<file path="src/rtl/dkong3_obj_dma.sv">
// Sprite-list DMA: copies I_LEN bytes from CPU work RAM into object RAM, 2 I_CE strobes per byte once granted.
// Dropping I_BUSAK stalls the current read/write in place; it resumes when the grant returns.
module dkong3_obj_dma #(
    parameter int SRC_AW = 16,
    parameter int DST_AW = 10,
    parameter int LEN_W  = 10
) (
    input  logic              I_CLK_24M,
    input  logic              I_RESET,
    input  logic              I_CE,
    input  logic              I_START,
    input  logic [SRC_AW-1:0] I_SRC_BASE,
    input  logic [DST_AW-1:0] I_DST_BASE,
    input  logic [LEN_W-1:0]  I_LEN,
    input  logic              I_BUSAK,
    input  logic [7:0]        I_SRC_D,
    output logic              O_BUSRQ,
    output logic [SRC_AW-1:0] O_SRC_A,
    output logic              O_SRC_RD,
    output logic [DST_AW-1:0] O_OBJ_DMA_A,
    output logic [7:0]        O_OBJ_DMA_D,
    output logic              O_OBJ_DMA_CE,
    output logic              O_OBJ_DMA_WE,
    output logic              O_BUSY,
    output logic              O_DONE
);

    typedef enum logic [2:0] {S_IDLE, S_REQ, S_RD, S_WR, S_REL} state_t;

    localparam logic [SRC_AW-1:0] SRC_ONE = SRC_AW'(1);
    localparam logic [DST_AW-1:0] DST_ONE = DST_AW'(1);
    localparam logic [LEN_W-1:0]  CNT_ONE = LEN_W'(1);

    state_t            r_state;
    state_t            w_state_nxt;
    logic [SRC_AW-1:0] r_src_ptr;
    logic [SRC_AW-1:0] r_src_a_hold;
    logic [DST_AW-1:0] r_dst_ptr;
    logic [DST_AW-1:0] r_dst_a_hold;
    logic [LEN_W-1:0]  r_cnt;
    logic [7:0]        r_data;
    logic              w_step;

    assign w_step = I_CE & I_BUSAK;

    always_ff @(posedge I_CLK_24M) begin
        if (I_RESET) begin
            r_state      <= S_IDLE;
            r_src_ptr    <= '0;
            r_src_a_hold <= '0;
            r_dst_ptr    <= '0;
            r_dst_a_hold <= '0;
            r_cnt        <= '0;
            r_data       <= '0;
        end else begin
            r_state <= w_state_nxt;
            case (r_state)
                S_IDLE: begin
                    if (I_CE && I_START && (I_LEN != '0)) begin
                        r_src_ptr <= I_SRC_BASE;
                        r_dst_ptr <= I_DST_BASE;
                        r_cnt     <= I_LEN;
                    end
                end
                S_RD: begin
                    // Hold registers let the address outputs keep their last driven value.
                    r_src_a_hold <= r_src_ptr;
                    if (w_step) begin
                        r_data <= I_SRC_D;
                    end
                end
                S_WR: begin
                    r_dst_a_hold <= r_dst_ptr;
                    if (w_step) begin
                        r_src_ptr <= r_src_ptr + SRC_ONE;
                        r_dst_ptr <= r_dst_ptr + DST_ONE;
                        r_cnt     <= r_cnt - CNT_ONE;
                    end
                end
                default: ;
            endcase
        end
    end

    always_comb begin
        w_state_nxt  = r_state;
        O_BUSRQ      = 1'b0;
        O_SRC_A      = r_src_a_hold;
        O_SRC_RD     = 1'b0;
        O_OBJ_DMA_A  = r_dst_a_hold;
        O_OBJ_DMA_D  = r_data;
        O_OBJ_DMA_CE = 1'b0;
        O_OBJ_DMA_WE = 1'b0;
        O_DONE       = 1'b0;
        case (r_state)
            S_IDLE: begin
                if (I_CE && I_START) begin
                    w_state_nxt = (I_LEN == '0) ? S_REL : S_REQ;
                end
            end
            S_REQ: begin
                O_BUSRQ = 1'b1;
                if (w_step) begin
                    w_state_nxt = S_RD;
                end
            end
            S_RD: begin
                O_BUSRQ  = 1'b1;
                O_SRC_A  = r_src_ptr;
                O_SRC_RD = I_BUSAK;
                if (w_step) begin
                    w_state_nxt = S_WR;
                end
            end
            S_WR: begin
                // CE/WE follow the grant so a revoked bus suppresses the write until regrant.
                O_BUSRQ      = 1'b1;
                O_OBJ_DMA_A  = r_dst_ptr;
                O_OBJ_DMA_CE = I_BUSAK;
                O_OBJ_DMA_WE = I_BUSAK;
                if (w_step) begin
                    w_state_nxt = (r_cnt == CNT_ONE) ? S_REL : S_RD;
                end
            end
            S_REL: begin
                O_DONE      = 1'b1;
                w_state_nxt = S_IDLE;
            end
            default: w_state_nxt = S_IDLE;
        endcase
    end

    assign O_BUSY = O_BUSRQ;

endmodule
</file>
<file path="config.mk">
export PLATFORM = sky130hd
export DESIGN_NAME = dkong3_obj_dma
export DESIGN_NICKNAME = d
export VERILOG_FILES = /design/src/rtl/dkong3_obj_dma.sv
export SDC_FILE = /design/constraint.sdc
export NUM_CORES = 1
export LEC_CHECK = 0
export ABC_CLOCK_PERIOD_IN_PS = 2500
export BUFFER_PORTS_ARGS = -buffer_cell sky130_fd_sc_hd__buf_2
export CORE_MARGIN = 1
export CORE_UTILIZATION = 54
export DETAILED_ROUTE_END_ITERATION = 10
export PLACE_DENSITY = 0.78
export SLEW_MARGIN = 20
export SYNTH_ARGS = -nofsm -noshare
export SYNTH_HDL_FRONTEND = slang
export SYNTH_SLANG_ARGS = --single-unit
export TNS_END_PERCENT = 50
</file>
<file path="constraint.sdc">
create_clock -name I_CLK_24M -period 2.5 [get_ports I_CLK_24M]
set_input_delay 0.25 -clock I_CLK_24M [delete_from_list [all_inputs] [get_ports I_CLK_24M]]
set_output_delay 0.25 -clock I_CLK_24M [all_outputs]
set_load 0.01 [all_outputs]
</file>
==> results.yml, run 1 <==
synthesis:
  ys.warnings.count: 0
  yosys.cell_types.count: 49
  synth_area_per_cell_sq_um: 7.64
  synth.cell_area_sq_mm: 0.00373
  synthXorXnorAreaFrac_pct: 0
  dominantRegCellSynth: "sky130_fd_sc_hd__dfxtp_1"
  synth_enable_flop_cells: 0
  async_s_r_ff_share_synth_pct: 0
  synth_nets: 542
  yosys_register_bits: 73
  simple_gate_share_of_the_synthesized_area_pct: 27.8
  synth-seq-area-share_pct: 39.1
  yosys-mux-area-fraction_pct: 4.83
  syn_inst: 489
  synth_compound_area_share_pct: 21.9
  synth_top_family_by_area: "simple AND/OR/NAND/NOR gates"
  synth_fa_ha_area_share_pct: 1.34
global_routing:
  grt_antenna_before_repair: 0
  grt_start_max_net_pins: 43
  global_router_s_overall_resource_usage_pct: 27.1
  grt_first_pass_wirelength_mm: 15.7
  first_global_vias: 3489
  grt_overflow: 0
sta:
  post-route-period-util_pct: 91.5
  slew_headroom_pct: 57.4
  slew_viols_final: 0
  measured_slew_at_the_worst_slew_check_pin_ps: 637
  timing.setup.tns_ps: 0
  worst_hold_slack_after_final_layout_ps: 135
  rsz0062_at_grt: "false"
  achievable_freq_mhz: 437
  timing.final.crit_period_ps: 2290
  clock-skew-final_ps: 11.4
  hold_viol_final: 0
  report.final.setup_viol: 0
cts:
  insertion_delay_ps: 350
  ctsHoldBuffers: 0
  clock_root_buffer_master: "sky130_fd_sc_hd__clkbuf_8"
  clkTransAtPathRegs_ps: 80
  h-tree-depth: 3
  clock_sinks: 73
  tritoncts: "yes"
  post_cts.repair.setup_buffers: 0
  clock_tree.buffer_depth: 2
  postCtsResizedCells: 0
  numCtsBuffers: 9
critical_path:
  crit_path_start_kind: "flop"
  r2r_start: "r_state[0]"
  critical_path.reg2reg.endpoint: "r_cnt[8]"
  worst-setup-path-type: "flop to flop"
  critical_path.startpoint: "r_state[0]"
  timing.critical_path.fanout_max: 19
  timing.critical_path.to_type: "flop"
  timing.critical_path.arrival_ps: 2510
  r2r_setup_slack_ps: 210
  critPathRequiredTime_ps: 2720
  ff2ff_path_depth: 6
  timing.critical_path.to: "r_cnt[8]"
layout:
  layout-drive-gt1-share_pct: 24.9
  nNetsFinal: 612
  post_route_non_filler_standard_cell_count: 640
  num-fill-cells: 564
  flow.area_growth_from_synthesis_pct: 18.7
  diodes: 0
die:
  core.rowCount: 29
  chipWidth_um: 85.2
  initial_core_util_pct: 57.5
  floorplan.core_area_sq_mm: 0.00649
  pin_count: 89
  die_area_sq_mm: 0.00725
  floorplan.die.height_um: 85.2
drt:
  drt.antenna.violating_nets: 0
  route.final.wire_length_mm: 9.60
  wl_per_cell_um: 15.0
  drc: 0
  avgViaCountPerCell: 5.90
  drt_pre_antenna_iters: 5
  vias: 3777
  drt-initial-drc-count: 228
placed_design:
  detailedPlacementHpwl_mm: 6.45
  place.port_buffers: 88
  place.gp.congestion: 0.823
  placed_cells_incl_taps: 625
pwr:
  leakagePower_nw: 1.93
  total_power_density_per_cell_area_mw_per_mm2: 568
  peakVddDrop_uv: 402
  totalPowerFinal_mw: 2.52
min_path:
  worstHoldStart: "I_SRC_D[6]"
  min-delay-path-class: "primary input to flop"
flow_run:
  maximum_capacitance_violations: 0
run_status:
  outcome: "complete, no violations"
-- synth_stat cells, drive strengths merged (6+ instances only) --
master,number,area (sq um)
buf,9,47.5
o21ai,31,155
nor2b,16,100
a21oi,54,270
and2,6,37.5
mux2,16,180
clkbuf,32,120
o31ai,8,60.1
nor2,21,78.8
nand2,119,447
dfxtp,73,1460
nand4,6,37.5
and3,6,37.5
a31oi,6,37.5
nor3,7,35.0
nand3,12,60.1
-- power by group --
group	internal, mW	switching (mW)	total (mW)
logic	0.117	0.158	0.275
registers	1.20	0.0513	1.25
clock network	0.553	0.437	0.990
total	1.87	0.647	2.52
-- state kept, by name, summed over array words and instances, names as in the netlist --
name and cells:
O_OBJ_DMA_D 8, r_dst_a_hold 10, r_src_ptr 16, r_dst_ptr 10, r_cnt 10, r_src_a_hold 16
r_state 3
-- layout by cell type, fill, tap and decap left out, types with 8 or more instances in the layout --
master and count:
sky130_fd_sc_hd__mux2_2 16, sky130_fd_sc_hd__o31ai_1 8, sky130_fd_sc_hd__a21oi_1 54, sky130_fd_sc_hd__buf_4 10, sky130_fd_sc_hd__nand3_1 12, sky130_fd_sc_hd__o21ai_0 31, sky130_fd_sc_hd__nand2_1 119, sky130_fd_sc_hd__nor2b_1 16
sky130_fd_sc_hd__buf_2 88, sky130_fd_sc_hd__clkbuf_8 9, sky130_fd_sc_hd__nor2_1 21, sky130_fd_sc_hd__dfxtp_1 73
-- through the flow --
stage	area, sq um	utilization [%]	worst slack [ps]
floorplan	3730	-	488
global placement	4220	65.0	352
detailed placement	4220	65.0	302
CTS	4430	68.2	192
global route	4430	68.2	46.7
finish	4430	68.2	211
-- area by class of cell --
class	instances	area, sq um	share of cell area (%)
flip-flops and latches	73	1460	33.0
clock inverters	6	83.8	1.89
well taps	77	96.3	2.17
repair buffers	100	556	12.5
clock buffers	9	124	2.80
inverters	5	18.8	0.424
multi-input cells	370	2090	47.2
-- kinds of logic (layout without fill, tap and decap cells) --
family	count (synthesis)	count (layout)
AOI/OAI and AO/OA	131	131
and+or+nand+nor	219	219
adders and majority gates	4	4
DFF	73	73
buffers and inverters	46	120
muxes	16	16
-- per-layer routing --
layer  wire length [um]  vias to the layer above  part of all wire (%)  track usage (%)
li1                   -                     1858                     -                -
met1               4210                     1738                    44             33.3
met2               4470                      161                    47             45.2
met3                702                       20                   7.3             6.91
met4                212                        0                   2.2             11.7
met5                  0                        -                     0                0
-- worst min path at each step --
stage                          end  slack, ps  cells past startpoint
floorplan           O_OBJ_DMA_D[0]        390                      2
detailed placement  O_OBJ_DMA_D[4]        450                      2
global route        O_OBJ_DMA_D[3]        130                      3
global placement    O_OBJ_DMA_D[4]        440                      2
CTS                 O_OBJ_DMA_D[6]        130                      3
finish              O_OBJ_DMA_D[6]        140                      3
-- worst max-delay path: stages, from the launching register on --
cell and delay [ps]:
sky130_fd_sc_hd__dfxtp_1 400, sky130_fd_sc_hd__or3b_2 530, sky130_fd_sc_hd__a21oi_1 170, sky130_fd_sc_hd__nand2_1 400, sky130_fd_sc_hd__buf_4 320, sky130_fd_sc_hd__o21ai_0 220, sky130_fd_sc_hd__a21oi_1 110
Power figures use the tool's default switching activity.
==> run 2: changes to the inputs <==
- ABC_AREA: unset -> 1
- BUFFER_PORTS_ARGS: -buffer_cell sky130_fd_sc_hd__buf_2 -> -buffer_cell sky130_fd_sc_hd__clkbuf_2
- CORE_UTILIZATION: 54 -> 55
- PLACE_DENSITY: 0.78 -> 0.79
==> run 2 against run 1 <==
Count of clock-buffer cells in the layout grew 2; via count grew 13%; cell area up 6.6%; final cell count rose by 27%; combinational power increased to 3.1 times the previous value; critical path depth rose by 1; non-clock buffer count fell by 6; sequential power grew 11%; maximum frequency fell by 5.0%; routed wire length is 4.1% higher; area after synthesis increased by 8.5%; global-route usage increased by 0.32 points.
==> results.yml, run 2 <==
cts:
  clock_tree.buffer_depth: 2
  numCtsBuffers: 9
  clock_sinks: 73
  tritoncts: "yes"
  post_cts.repair.setup_buffers: 0
  insertion_delay_ps: 350
  clock_root_buffer_master: "sky130_fd_sc_hd__clkbuf_8"
  clkTransAtPathRegs_ps: 80
  h-tree-depth: 3
die:
  initial_core_util_pct: 58.3
  pin_count: 89
  die_area_sq_mm: 0.00771
  floorplan.die.height_um: 87.8
  floorplan.core_area_sq_mm: 0.00694
  core.rowCount: 30
  chipWidth_um: 87.8
synthesis:
  yosys-mux-area-fraction_pct: 0
  synth_nets: 691
  netlist_top_cells_count: "sky130_fd_sc_hd__nand2_1, sky130_fd_sc_hd__nor2_1, sky130_fd_sc_hd__inv_1, sky130_fd_sc_hd__dfxtp_1, sky130_fd_sc_hd__o21ai_0"
  yosys.cell_types.count: 34
  synth_enable_flop_cells: 0
  post-synth-top-count-cell: "sky130_fd_sc_hd__nand2_1"
  synth_top_family_by_area: "simple AND/OR/NAND/NOR gates"
  dominantRegCellSynth: "sky130_fd_sc_hd__dfxtp_1"
  netlist.area_leader.share_pct: 36.1
  synth_compound_area_share_pct: 16.1
  async_s_r_ff_share_synth_pct: 0
  synth.cell_area_sq_mm: 0.00405
  syn_inst: 638
  synthXorXnorAreaFrac_pct: 0
  yosys_register_bits: 73
  synth_area_per_cell_sq_um: 6.35
  yosys-top-cells-area: "sky130_fd_sc_hd__dfxtp_1, sky130_fd_sc_hd__nand2_1, sky130_fd_sc_hd__nor2_1"
  simple_gate_share_of_the_synthesized_area_pct: 35.1
  ys.warnings.count: 0
  synth-seq-area-share_pct: 36.1
  synth_top_area_cell: "sky130_fd_sc_hd__dfxtp_1"
  synth_fa_ha_area_share_pct: 1.24
sta:
  timing.final.crit_period_ps: 2410
  achievable_freq_mhz: 415
  report.final.setup_viol: 0
  clock-skew-final_ps: 7.59
  timing.setup.tns_ps: 0
  measured_slew_at_the_worst_slew_check_pin_ps: 682
  rsz0062_at_grt: "true"
  slew_viols_final: 0
  post-route-period-util_pct: 96.4
  hold_viol_final: 0
  timing.final.ws_setup_ps: 90.8
  worst_hold_slack_after_final_layout_ps: 150
  slew_headroom_pct: 54.5
drt:
  wl_per_cell_um: 12.3
  drt_pre_antenna_iters: 5
  drt.antenna.violating_nets: 0
  vias: 4285
  drt-initial-drc-count: 247
  drc: 0
  avgViaCountPerCell: 5.27
  route.final.wire_length_mm: 9.99
critical_path:
  worst-setup-path-type: "flop to primary output"
  timing.critical_path.fanout_max: 26
  timing.critical_path.to_type: "primary output"
  critical_path.startpoint: "r_state[2]"
  crit_path_start_kind: "flop"
  r2r_start: "r_state[0]"
  ff2ff_path_depth: 6
  critPathRequiredTime_ps: 2250
  timing.critical_path.arrival_ps: 2160
min_path:
  number_of_cells_traversed_by_the_worst_hold_path: 3
  worstHoldStart: "I_SRC_D[2]"
  min-delay-path-class: "primary input to flop"
global_routing:
  global_router_s_overall_resource_usage_pct: 27.5
  grt_overflow: 0
  grt_antenna_before_repair: 0
  grt_start_max_net_pins: 50
  grt_first_pass_wirelength_mm: 16.8
  first_global_vias: 3833
layout:
  num-fill-cells: 639
  mostFrequentLayoutCells: "sky130_fd_sc_hd__nand2_1, sky130_fd_sc_hd__nor2_1, sky130_fd_sc_hd__clkbuf_2"
  final_common_cell: "sky130_fd_sc_hd__nand2_1"
  reg_top3: "r_src_a_hold: 16 flops, r_src_ptr: 16 flops"
  flow.area_growth_from_synthesis_pct: 16.6
  diodes: 0
  layout-drive-gt1-share_pct: 19.5
  nNetsFinal: 765
run_status:
  outcome: "complete, no violations"
pwr:
  total_power_density_per_cell_area_mw_per_mm2: 703
  switching_share_of_power_pct: 32.8
  seq_power_share_pct: 42.0
  clockPowerShare_pct: 32.0
  leakagePower_nw: 2.35
  switching_power_mw: 1.09
  peakVddDrop_uv: 411
  totalPowerFinal_mw: 3.32
  power.combinational.fraction_pct: 26.0
  internal_cell_power_mw: 2.23
placed_design:
  place_ws_ps: 394
  detailedPlacementHpwl_mm: 6.89
  place.gp.congestion: 0.834
  place.port_buffers: 88
flow_run:
  maximum_capacitance_violations: 0
[run 2: worst paths after layout]
check | to | slack, ps
setup / recovery | O_SRC_A[11] | 90
hold / removal | O_OBJ_DMA_D[2] | 150
setup reg to reg | O_OBJ_DMA_D[5] | 520
hold reg to reg | O_OBJ_DMA_D[4] | 470
[run 2: metal layers]
layer  track usage (%)  wire [um]  part of all wire, %  vias up
met5                 0          0                    0        -
met4              7.30        108                  1.1        0
met3              4.62        696                  7.0       13
met2              48.8       4840                   48      163
met1              34.2       4350                   43     1928
li1                  -          -                    -     2181
[run 2: through the flow]
| stage | cell area (sq um) | util (%) | instances |
|---|---|---|---|
| final | 4720 | 68.0 | 813 |
| after global routing | 4720 | 68.0 | 813 |
| after CTS | 4720 | 68.0 | 813 |
| after detailed placement | 4490 | 64.7 | 797 |
| after global placement | 4490 | 64.7 | 797 |
| after floorplan | 4050 | - | 638 |
[run 2: power by group through the flow]
stage / registers (mW) / logic [mW] / clock network, mW
6_report: 1.39 / 0.864 / 1.06
5_1_grt: 1.41 / 0.991 / 1.11
4_1_cts: 1.39 / 0.868 / 1.07
3_5_place_dp: 1.42 / 0.858 / 0
3_3_place_gp: 1.41 / 0.831 / 0
2_1_floorplan: 1.39 / 0.649 / 0
[run 2: kinds of logic after synthesis]
| kind of cell | Yosys count |
|---|---|
| buffers and inverters | 111 |
| AO/OA/AOI/OAI | 123 |
| AND/OR/NAND/NOR | 327 |
| adder cells (fa/ha/maj) | 4 |
| flip-flops | 73 |
[run 2: cell type report]
type,instances,area (sq um),share of cell area [%]
flip-flops and latches,73,1460,30.9
repair buffers,94,485,10.3
multi-input cells,454,2120,45.0
well taps,96,120,2.54
inverters,80,303,6.41
clock buffers,11,151,3.21
clock inverters,5,77.6,1.64
[run 2: repair_timing]
item	in CTS	in global routing
gates resized for setup	0	0
endpoints found under the setup margin	0	16
hold buffers	0	0
[run 2: worst max-delay path, stage by stage, from the launching register on]
cell                       delay, ps
sky130_fd_sc_hd__dfxtp_1         460
sky130_fd_sc_hd__inv_2           110
sky130_fd_sc_hd__nand3_4         180
sky130_fd_sc_hd__inv_1           350
sky130_fd_sc_hd__or2_2           390
sky130_fd_sc_hd__o21ai_0         120
sky130_fd_sc_hd__inv_1            70
sky130_fd_sc_hd__clkbuf_2        130
